### src/rtl/bp_pkg.sv
// Shared defaults, prediction mode enum and table entry layout for the branch predictor.
package bp_pkg;

  localparam int unsigned BP_XLEN    = 32;
  localparam int unsigned BP_ENTRIES = 32;
  localparam int unsigned BP_CTR_W   = 2;
  localparam int unsigned BP_IDX_W   = $clog2(BP_ENTRIES);
  localparam int unsigned BP_TAG_W   = BP_XLEN - BP_IDX_W - 2;

  typedef enum logic {
    BP_STATIC  = 1'b0,
    BP_BIMODAL = 1'b1
  } bp_mode_e;

  // One BTB entry at the default geometry.
  typedef struct packed {
    logic                valid;
    logic [BP_TAG_W-1:0] tag;
    logic [BP_XLEN-1:0]  target;
    logic [BP_CTR_W-1:0] ctr;
  } bp_entry_t;

endpackage

### src/rtl/branch_predictor_sat_counter.sv
// Saturating up/down counter with synchronous load; used per BTB entry and for statistics.
module sat_counter #(
  parameter int unsigned W       = 2,
  parameter logic [W-1:0] RST_VAL = '0
) (
  input  logic         i_clk,
  input  logic         i_rst_n,
  input  logic         i_inc,
  input  logic         i_dec,
  input  logic         i_load,
  input  logic [W-1:0] i_load_val,
  output logic [W-1:0] o_q
);

  // Load has priority; simultaneous inc and dec hold the value.
  always_ff @(posedge i_clk or negedge i_rst_n) begin
    if (!i_rst_n) begin
      o_q <= RST_VAL;
    end else if (i_load) begin
      o_q <= i_load_val;
    end else if (i_inc && !i_dec && (o_q != '1)) begin
      o_q <= o_q + W'(1);
    end else if (i_dec && !i_inc && (o_q != '0)) begin
      o_q <= o_q - W'(1);
    end
  end

endmodule

### src/rtl/branch_predictor.sv
// Direct-mapped BTB with per-entry saturating direction counters and EX-stage mispredict detection.
module branch_predictor
  import bp_pkg::*;
#(
  parameter int unsigned XLEN    = BP_XLEN,
  parameter int unsigned ENTRIES = BP_ENTRIES,
  parameter int unsigned CTR_W   = BP_CTR_W,
  parameter bp_mode_e    MODE    = BP_BIMODAL
) (
  input  logic            i_clk,
  input  logic            i_rst_n,
  input  logic [XLEN-1:0] i_pc_f,
  output logic            o_pred_taken,
  output logic [XLEN-1:0] o_pred_target,
  input  logic            i_upd_vld,
  input  logic [XLEN-1:0] i_upd_pc,
  input  logic [XLEN-1:0] i_upd_target,
  input  logic            i_upd_is_br,
  input  logic            i_upd_taken,
  input  logic            i_upd_pred_taken,
  input  logic [XLEN-1:0] i_upd_pred_target,
  input  logic            i_flush,
  output logic            o_mispred,
  output logic [XLEN-1:0] o_redirect_pc,
  output logic [31:0]     o_num_br,
  output logic [31:0]     o_num_mispred
);

  localparam int unsigned IDX_W = $clog2(ENTRIES);
  localparam int unsigned TAG_W = XLEN - IDX_W - 2;
  localparam logic [CTR_W-1:0] CTR_WT  = CTR_W'(1) << (CTR_W - 1);
  localparam logic [CTR_W-1:0] CTR_WNT = CTR_WT - CTR_W'(1);

  logic [ENTRIES-1:0] valid_q;
  logic [TAG_W-1:0]   tag_q [ENTRIES];
  logic [XLEN-1:0]    tgt_q [ENTRIES];
  logic [CTR_W-1:0]   ctr_q [ENTRIES];

  logic [IDX_W-1:0]   f_idx;
  logic [TAG_W-1:0]   f_tag;
  logic               f_hit;
  logic [IDX_W-1:0]   u_idx;
  logic [TAG_W-1:0]   u_tag;
  logic               u_hit;
  logic               br_upd;
  logic               alias_upd;
  logic               br_mis;
  logic               alloc;
  logic [ENTRIES-1:0] ctr_inc;
  logic [ENTRIES-1:0] ctr_dec;
  logic [ENTRIES-1:0] ctr_load;

  // Fetch-side lookup against registered table contents.
  always_comb begin
    f_idx         = i_pc_f[IDX_W+1:2];
    f_tag         = i_pc_f[XLEN-1:IDX_W+2];
    f_hit         = valid_q[f_idx] && (tag_q[f_idx] == f_tag);
    o_pred_taken  = (MODE == BP_BIMODAL) && f_hit && ctr_q[f_idx][CTR_W-1];
    o_pred_target = o_pred_taken ? tgt_q[f_idx] : i_pc_f + XLEN'(4);
  end

  // Resolution-side lookup, mispredict detection and redirect selection.
  always_comb begin
    u_idx     = i_upd_pc[IDX_W+1:2];
    u_tag     = i_upd_pc[XLEN-1:IDX_W+2];
    u_hit     = valid_q[u_idx] && (tag_q[u_idx] == u_tag);
    br_upd    = i_upd_vld && i_upd_is_br;
    alias_upd = i_upd_vld && !i_upd_is_br && i_upd_pred_taken;
    br_mis    = br_upd && ((i_upd_taken != i_upd_pred_taken) ||
                           (i_upd_taken && (i_upd_target != i_upd_pred_target)));
    alloc     = br_upd && !u_hit && i_upd_taken && !i_flush;
    o_mispred = br_mis || alias_upd;
    if (!i_upd_vld) begin
      o_redirect_pc = '0;
    end else if (br_upd && i_upd_taken) begin
      o_redirect_pc = i_upd_target;
    end else begin
      o_redirect_pc = i_upd_pc + XLEN'(4);
    end
  end

  // Per-entry counter controls; a flush suppresses every table write.
  always_comb begin
    ctr_inc  = '0;
    ctr_dec  = '0;
    ctr_load = '0;
    if (br_upd && !i_flush) begin
      if (u_hit) begin
        ctr_inc[u_idx] = i_upd_taken;
        ctr_dec[u_idx] = !i_upd_taken;
      end else begin
        ctr_load[u_idx] = i_upd_taken;
      end
    end
  end

  // Valid/tag/target storage: allocation, target refresh, alias invalidation and bulk flush.
  always_ff @(posedge i_clk or negedge i_rst_n) begin
    if (!i_rst_n) begin
      valid_q <= '0;
      for (int i = 0; i < int'(ENTRIES); i++) begin
        tag_q[i] <= '0;
        tgt_q[i] <= '0;
      end
    end else if (i_flush) begin
      valid_q <= '0;
    end else begin
      if (alloc) begin
        valid_q[u_idx] <= 1'b1;
        tag_q[u_idx]   <= u_tag;
        tgt_q[u_idx]   <= i_upd_target;
      end else if (br_upd && u_hit && i_upd_taken) begin
        tgt_q[u_idx]   <= i_upd_target;
      end
      if (alias_upd && u_hit) begin
        valid_q[u_idx] <= 1'b0;
      end
    end
  end

  // Direction counters, one per entry, reset to weakly not-taken.
  for (genvar g = 0; g < int'(ENTRIES); g++) begin : g_ctr
    sat_counter #(
      .W       (CTR_W),
      .RST_VAL (CTR_WNT)
    ) u_ctr (
      .i_clk      (i_clk),
      .i_rst_n    (i_rst_n),
      .i_inc      (ctr_inc[g]),
      .i_dec      (ctr_dec[g]),
      .i_load     (ctr_load[g]),
      .i_load_val (CTR_WT),
      .o_q        (ctr_q[g])
    );
  end

  // Resolved-branch statistic.
  sat_counter #(
    .W       (32),
    .RST_VAL (32'd0)
  ) u_num_br (
    .i_clk      (i_clk),
    .i_rst_n    (i_rst_n),
    .i_inc      (br_upd),
    .i_dec      (1'b0),
    .i_load     (1'b0),
    .i_load_val (32'd0),
    .o_q        (o_num_br)
  );

  // Mispredict statistic.
  sat_counter #(
    .W       (32),
    .RST_VAL (32'd0)
  ) u_num_mispred (
    .i_clk      (i_clk),
    .i_rst_n    (i_rst_n),
    .i_inc      (o_mispred),
    .i_dec      (1'b0),
    .i_load     (1'b0),
    .i_load_val (32'd0),
    .o_q        (o_num_mispred)
  );

endmodule

### config.mk
export PLATFORM = sky130hd
export DESIGN_NAME = branch_predictor
export DESIGN_NICKNAME = d
export VERILOG_FILES = /design/src/rtl/bp_pkg.sv /design/src/rtl/branch_predictor_sat_counter.sv /design/src/rtl/branch_predictor.sv
export SDC_FILE = /design/constraint.sdc
export NUM_CORES = 2
export LEC_CHECK = 0
export BUFFER_PORTS_ARGS = -buffer_cell sky130_fd_sc_hd__buf_2
export CAP_MARGIN = 0
export CORE_MARGIN = 2
export CORE_UTILIZATION = 35
export DETAILED_ROUTE_END_ITERATION = 12
export HOLD_SLACK_MARGIN = 0.02
export PLACE_DENSITY_LB_ADDON = 0.1
export SETUP_SLACK_MARGIN = 0.2
export SLEW_MARGIN = 40
export SYNTH_ARGS = -nofsm -noshare
export SYNTH_HDL_FRONTEND = slang
export SYNTH_HIERARCHICAL = 1
export SYNTH_SLANG_ARGS = --single-unit
export TNS_END_PERCENT = 100
### constraint.sdc
create_clock -name i_clk -period 7.86 [get_ports i_clk]
set_input_delay 0.786 -clock i_clk [delete_from_list [all_inputs] [get_ports i_clk]]
set_output_delay 0.786 -clock i_clk [all_outputs]
set_load 0.02 [all_outputs]
==> impl_summary.md <==
Synthesis
Sorting the synthesized cells by area gives the leading types as sky130_fd_sc_hd__dfrtp_1 46%, sky130_fd_sc_hd__mux2_2 19%, sky130_fd_sc_hd__mux4_2 11%. Summing the sequential cell areas from Yosys gives 46.92% of the chip area. The leading register cell type out of synthesis is sky130_fd_sc_hd__dfrtp_1. Summed over its instances, the top area cell type makes up 46.13% of the synthesized netlist area.

The cell count after synthesis is 7937. The mean instance size in the synthesized netlist is 13.34 µm². The proportion of register bits with asynchronous set or reset after synthesis is 100.0%. The count of flip-flops with a built-in enable after synthesis is 0. The unique cell type count in the Yosys netlist is 93.

The number of storage elements in the synthesis netlist is 1984. For this run, the number of Yosys warnings is 6. The cell taking the most area after synthesis is sky130_fd_sc_hd__dfrtp_1.

The synthesized area is 0.1059 mm².

Min path
The class of the tightest hold or removal check is input port to register.

Worst setup path
For the worst setup path, the data required time is 7.07 ns. The critical setup path kind is input port to output port. The highest-delay cell along the critical path is sky130_fd_sc_hd__or4_2. Of all nets on the critical path, the largest fanout is 22. The buffers plus inverters on the worst setup path is 4.

The largest single stage delay on the critical path is 0.86 ns. The category of cells accounting for the largest share of critical-path delay is simple AND/OR/NAND/NOR gates. The most numerous cell type found on the critical path is sky130_fd_sc_hd__buf_4. The category of the worst setup path capture point is an output port. Traced cell by cell, the critical path runs through buf_8, buf_4, mux4_2, a22oi_1, nand2_1, o21ai_0, xnor2_1, nor4b_1, nand4_1, or4_2, buf_4, mux2i_1, buf_2. The worst setup path is launched from an input port. At the worst endpoint, the arrival time is 6.15 ns.

Clock tree
The clock root buffer is sky130_fd_sc_hd__clkbuf_16. The H-tree depth is 4. The clock transition at the registers of the reported paths is 0.06 ns.

The post-cts resize count is 0. The insertion delay to the later sink of the worst-skew pair is 0.94 ns. The TritonCTS clock tree is done. The number of buffers created by CTS is 237.

The number of buffers inserted to repair setup after CTS is 0. The number of clock sinks is 1984. The number of buffers on the longest clock path is 4.

Die
The count of pins on the block boundary is 265. The number of standard-cell rows in the floorplan is 201. The chip width is 554.1 µm. The standard cell core area is 0.3005 mm².

The starting utilization of the core area is 35.24%. The floorplan step defined a die boundary enclosing 0.3070 mm². The floorplan step set the die height to 554.1 µm.

Timing
At the pin with the least slew margin, the transition time is 0.9177 ns. The smallest clock period supported by the final layout is computed as 6.938 ns. The worst path uses 88.27% of the clock period.

The total count of hold-check failures in the final report is 0. The count of pins over their slew limit is 0. The final setup TNS is 0 ns. The worst slew margin relative to its limit is 38.17%.

Setup violations remaining at the end of the flow were counted as 0. Based on the critical path, the design can be clocked at up to 144.1 MHz. The final worst setup slack is 0.9218 ns. The worst setup skew after layout is 0.08568 ns.

Setup repair after global routing left no endpoint under its margin.

Finish
Leaving out fill and tap cells, the most frequent cell in the layout is sky130_fd_sc_hd__dfrtp_1. Of the cells placed in the final design, the portion with a size suffix greater than 1 is 42.10%. The area growth from synthesis to final layout is 14.36%. In the layout the commonest cells are 1952 x sky130_fd_sc_hd__dfrtp_1, 1742 x sky130_fd_sc_hd__mux2_2, 546 x sky130_fd_sc_hd__mux2i_1. The final layout contains 8376 nets. Fill cells in the final layout number 28110.

Route
Summed over all layers, the routed wires come to 403300 µm. The detail route stage leaves a number of antenna-violating nets equal to 0. In this run, the number of DRC markers left after iteration 0 of detailed routing was 5908. After detailed routing, the number of remaining DRC violations is 0.

Detailed routing inserted a total of 71770 vias. After detailed routing, the number of vias per cell comes to 5.820. The first-pass iteration count of the detailed router is 5. The final routed wire length divided by cell count is 32.71 µm.

Status
The flow ran to the end, and the final reports show no timing, DRC or antenna violations.

GRT
The first global-routing pass estimated 571700 µm of wire. Entering global routing, the biggest net connects 128 pins. The initial antenna violation count is 23. The final global-route overflow total is 0. The via count of the first global-routing pass came to 73340. The total global routing track utilization is 25.83%.

Place
The detailed placement HPWL is 248800 µm. The congestion estimate from routability-driven global placement came to 0.8489. Prior to clock tree synthesis, the placed netlist has a worst setup slack of 1.016 ns. The count of buffers from port buffering is 264.

Power
Summed over all cells, the static leakage comes to 0.05610 µW. VDD sags by at most 225.6 µV. The total power per unit cell area is 223.7 mW/mm².

Run
Max-cap violations in this run came to 0.
-- cell usage after synthesis, types with 33 or more instances --
library cell and instances:
sky130_fd_sc_hd__dfrtp_1 1952, sky130_fd_sc_hd__mux2_2 1742, sky130_fd_sc_hd__mux2i_1 550, sky130_fd_sc_hd__mux4_2 495
sky130_fd_sc_hd__clkbuf_1 459, sky130_fd_sc_hd__nand2_1 279, sky130_fd_sc_hd__o22ai_1 245, sky130_fd_sc_hd__nor2_1 231
sky130_fd_sc_hd__a21oi_1 182, sky130_fd_sc_hd__o21ai_0 113, sky130_fd_sc_hd__buf_2 89, sky130_fd_sc_hd__xnor2_1 88
sky130_fd_sc_hd__buf_4 83, sky130_fd_sc_hd__nand3_1 82, sky130_fd_sc_hd__xor2_1 79, sky130_fd_sc_hd__nor4_1 77
sky130_fd_sc_hd__inv_1 70, sky130_fd_sc_hd__o31ai_1 70, sky130_fd_sc_hd__ha_1 67, sky130_fd_sc_hd__nor3_1 59
sky130_fd_sc_hd__mux2_1 57, sky130_fd_sc_hd__nand4_1 57, sky130_fd_sc_hd__buf_1 48, sky130_fd_sc_hd__o221ai_1 46
sky130_fd_sc_hd__a22oi_1 37, sky130_fd_sc_hd__mux2_4 36, sky130_fd_sc_hd__a211oi_1 35, sky130_fd_sc_hd__a21o_1 34
sky130_fd_sc_hd__and2b_2 34, sky130_fd_sc_hd__and3_1 33
-- logic make-up (layout without fill, tap and decap cells) --
family / count (synthesis) / count (layout) / share of synthesized area, %
muxes: 2880 / 2880 / 35.37
DFF: 1984 / 1984 / 46.92
and+or+nand+nor: 1099 / 1099 / 5.856
AOI/OAI and AO/OA: 950 / 950 / 6.184
buffers and inverters: 786 / 1083 / 3.453
xor gates and xnor gates: 167 / 167 / 1.381
adders and majority gates: 69 / 69 / 0.8295
other: 2 / 141 / 0.007092
-- state kept, by name (all words and copies together) (netlist names) --
| register | count |
|---|---|
| tgt_q | 1024 |
| tag_q | 800 |
| g_ctr.u_ctr/o_q | 64 |
| u_num_br/o_q | 32 |
| u_num_mispred/o_q | 32 |
| valid_q | 32 |
-- area by class of cell --
class	count	area [µm²]	share of cell area, %
diodes	7	17.52	0.01447
well taps	3958	4952	4.089
multi-input cells	5299	53540	44.21
clock buffers	346	6872	5.674
flip-flops and latches	1984	49690	41.03
inverters	72	282.8	0.2335
repair buffers	578	4581	3.783
clock inverters	87	1162	0.9599
-- routing by layer --
layer | track usage, % | share of wire [%]
met5 | 0 | 0.0020
met4 | 10.35 | 4.4
met3 | 3.156 | 4.6
met2 | 42.28 | 48
met1 | 34.77 | 43
-- worst register-to-register path, cell delays in order, from the launching register on --
cell	delay, ns
sky130_fd_sc_hd__dfrtp_1	0.41
sky130_fd_sc_hd__mux2i_1	0.40
sky130_fd_sc_hd__o22ai_1	0.17
sky130_fd_sc_hd__nor4_1	0.58
sky130_fd_sc_hd__a21oi_1	0.13
sky130_fd_sc_hd__nor4_1	0.54
sky130_fd_sc_hd__nand4_1	0.34
sky130_fd_sc_hd__nand4bb_4	0.40
sky130_fd_sc_hd__buf_4	0.39
sky130_fd_sc_hd__buf_4	0.46
sky130_fd_sc_hd__o21bai_4	0.54
sky130_fd_sc_hd__buf_4	0.43
sky130_fd_sc_hd__mux2_2	0.40
-- report_power, final --
part | internal [µW] | switching, µW
logic | 1750 | 2490
clock network | 6770 | 4730
registers | 10800 | 519
total | 19300 | 7740
-- what timing repair did --
item | CTS | global route
hold buffers | 1 | 0
setup endpoints to repair | 0 | 0
hold endpoints to repair | 73 | 0
-- metrics by stage --
| step | hold slack [ns] | cell area (µm²) | power [µW] | instances | util, % |
|---|---|---|---|---|---|
| final | 0.3747 | 121100 | 27090 | 12330 | 40.29 |
| after global routing | 0.3161 | 121100 | 28180 | 12330 | 40.29 |
| after CTS | 0.2773 | 121000 | 27340 | 12320 | 40.28 |
| after detailed placement | 0.4869 | 113000 | 15740 | 11890 | 37.60 |
| after global placement | 0.4814 | 112600 | 15670 | 11880 | 37.47 |
| after floorplan | 0.4739 | 106400 | 14200 | 8069 | - |
-- worst paths after layout --
kind | startpoint | endpoint | slack [ns] | cells past startpoint
worst max register to register | tag_q[722] | tag_q[748] | 2.57 | 12
worst min register to register | tgt_q[933] | tgt_q[933] | 0.50 | 1
max in group asynchronous | i_rst_n | tgt_q[305] | 5.48 | 5
worst min-delay path | i_upd_target[27] | tgt_q[283] | 0.37 | 2
worst max-delay path | i_pc_f[2] | o_pred_target[10] | 0.92 | 13
min in group asynchronous | i_rst_n | u_num_br/o_q[29] | 0.49 | 2
Power figures use the tool's default switching activity.
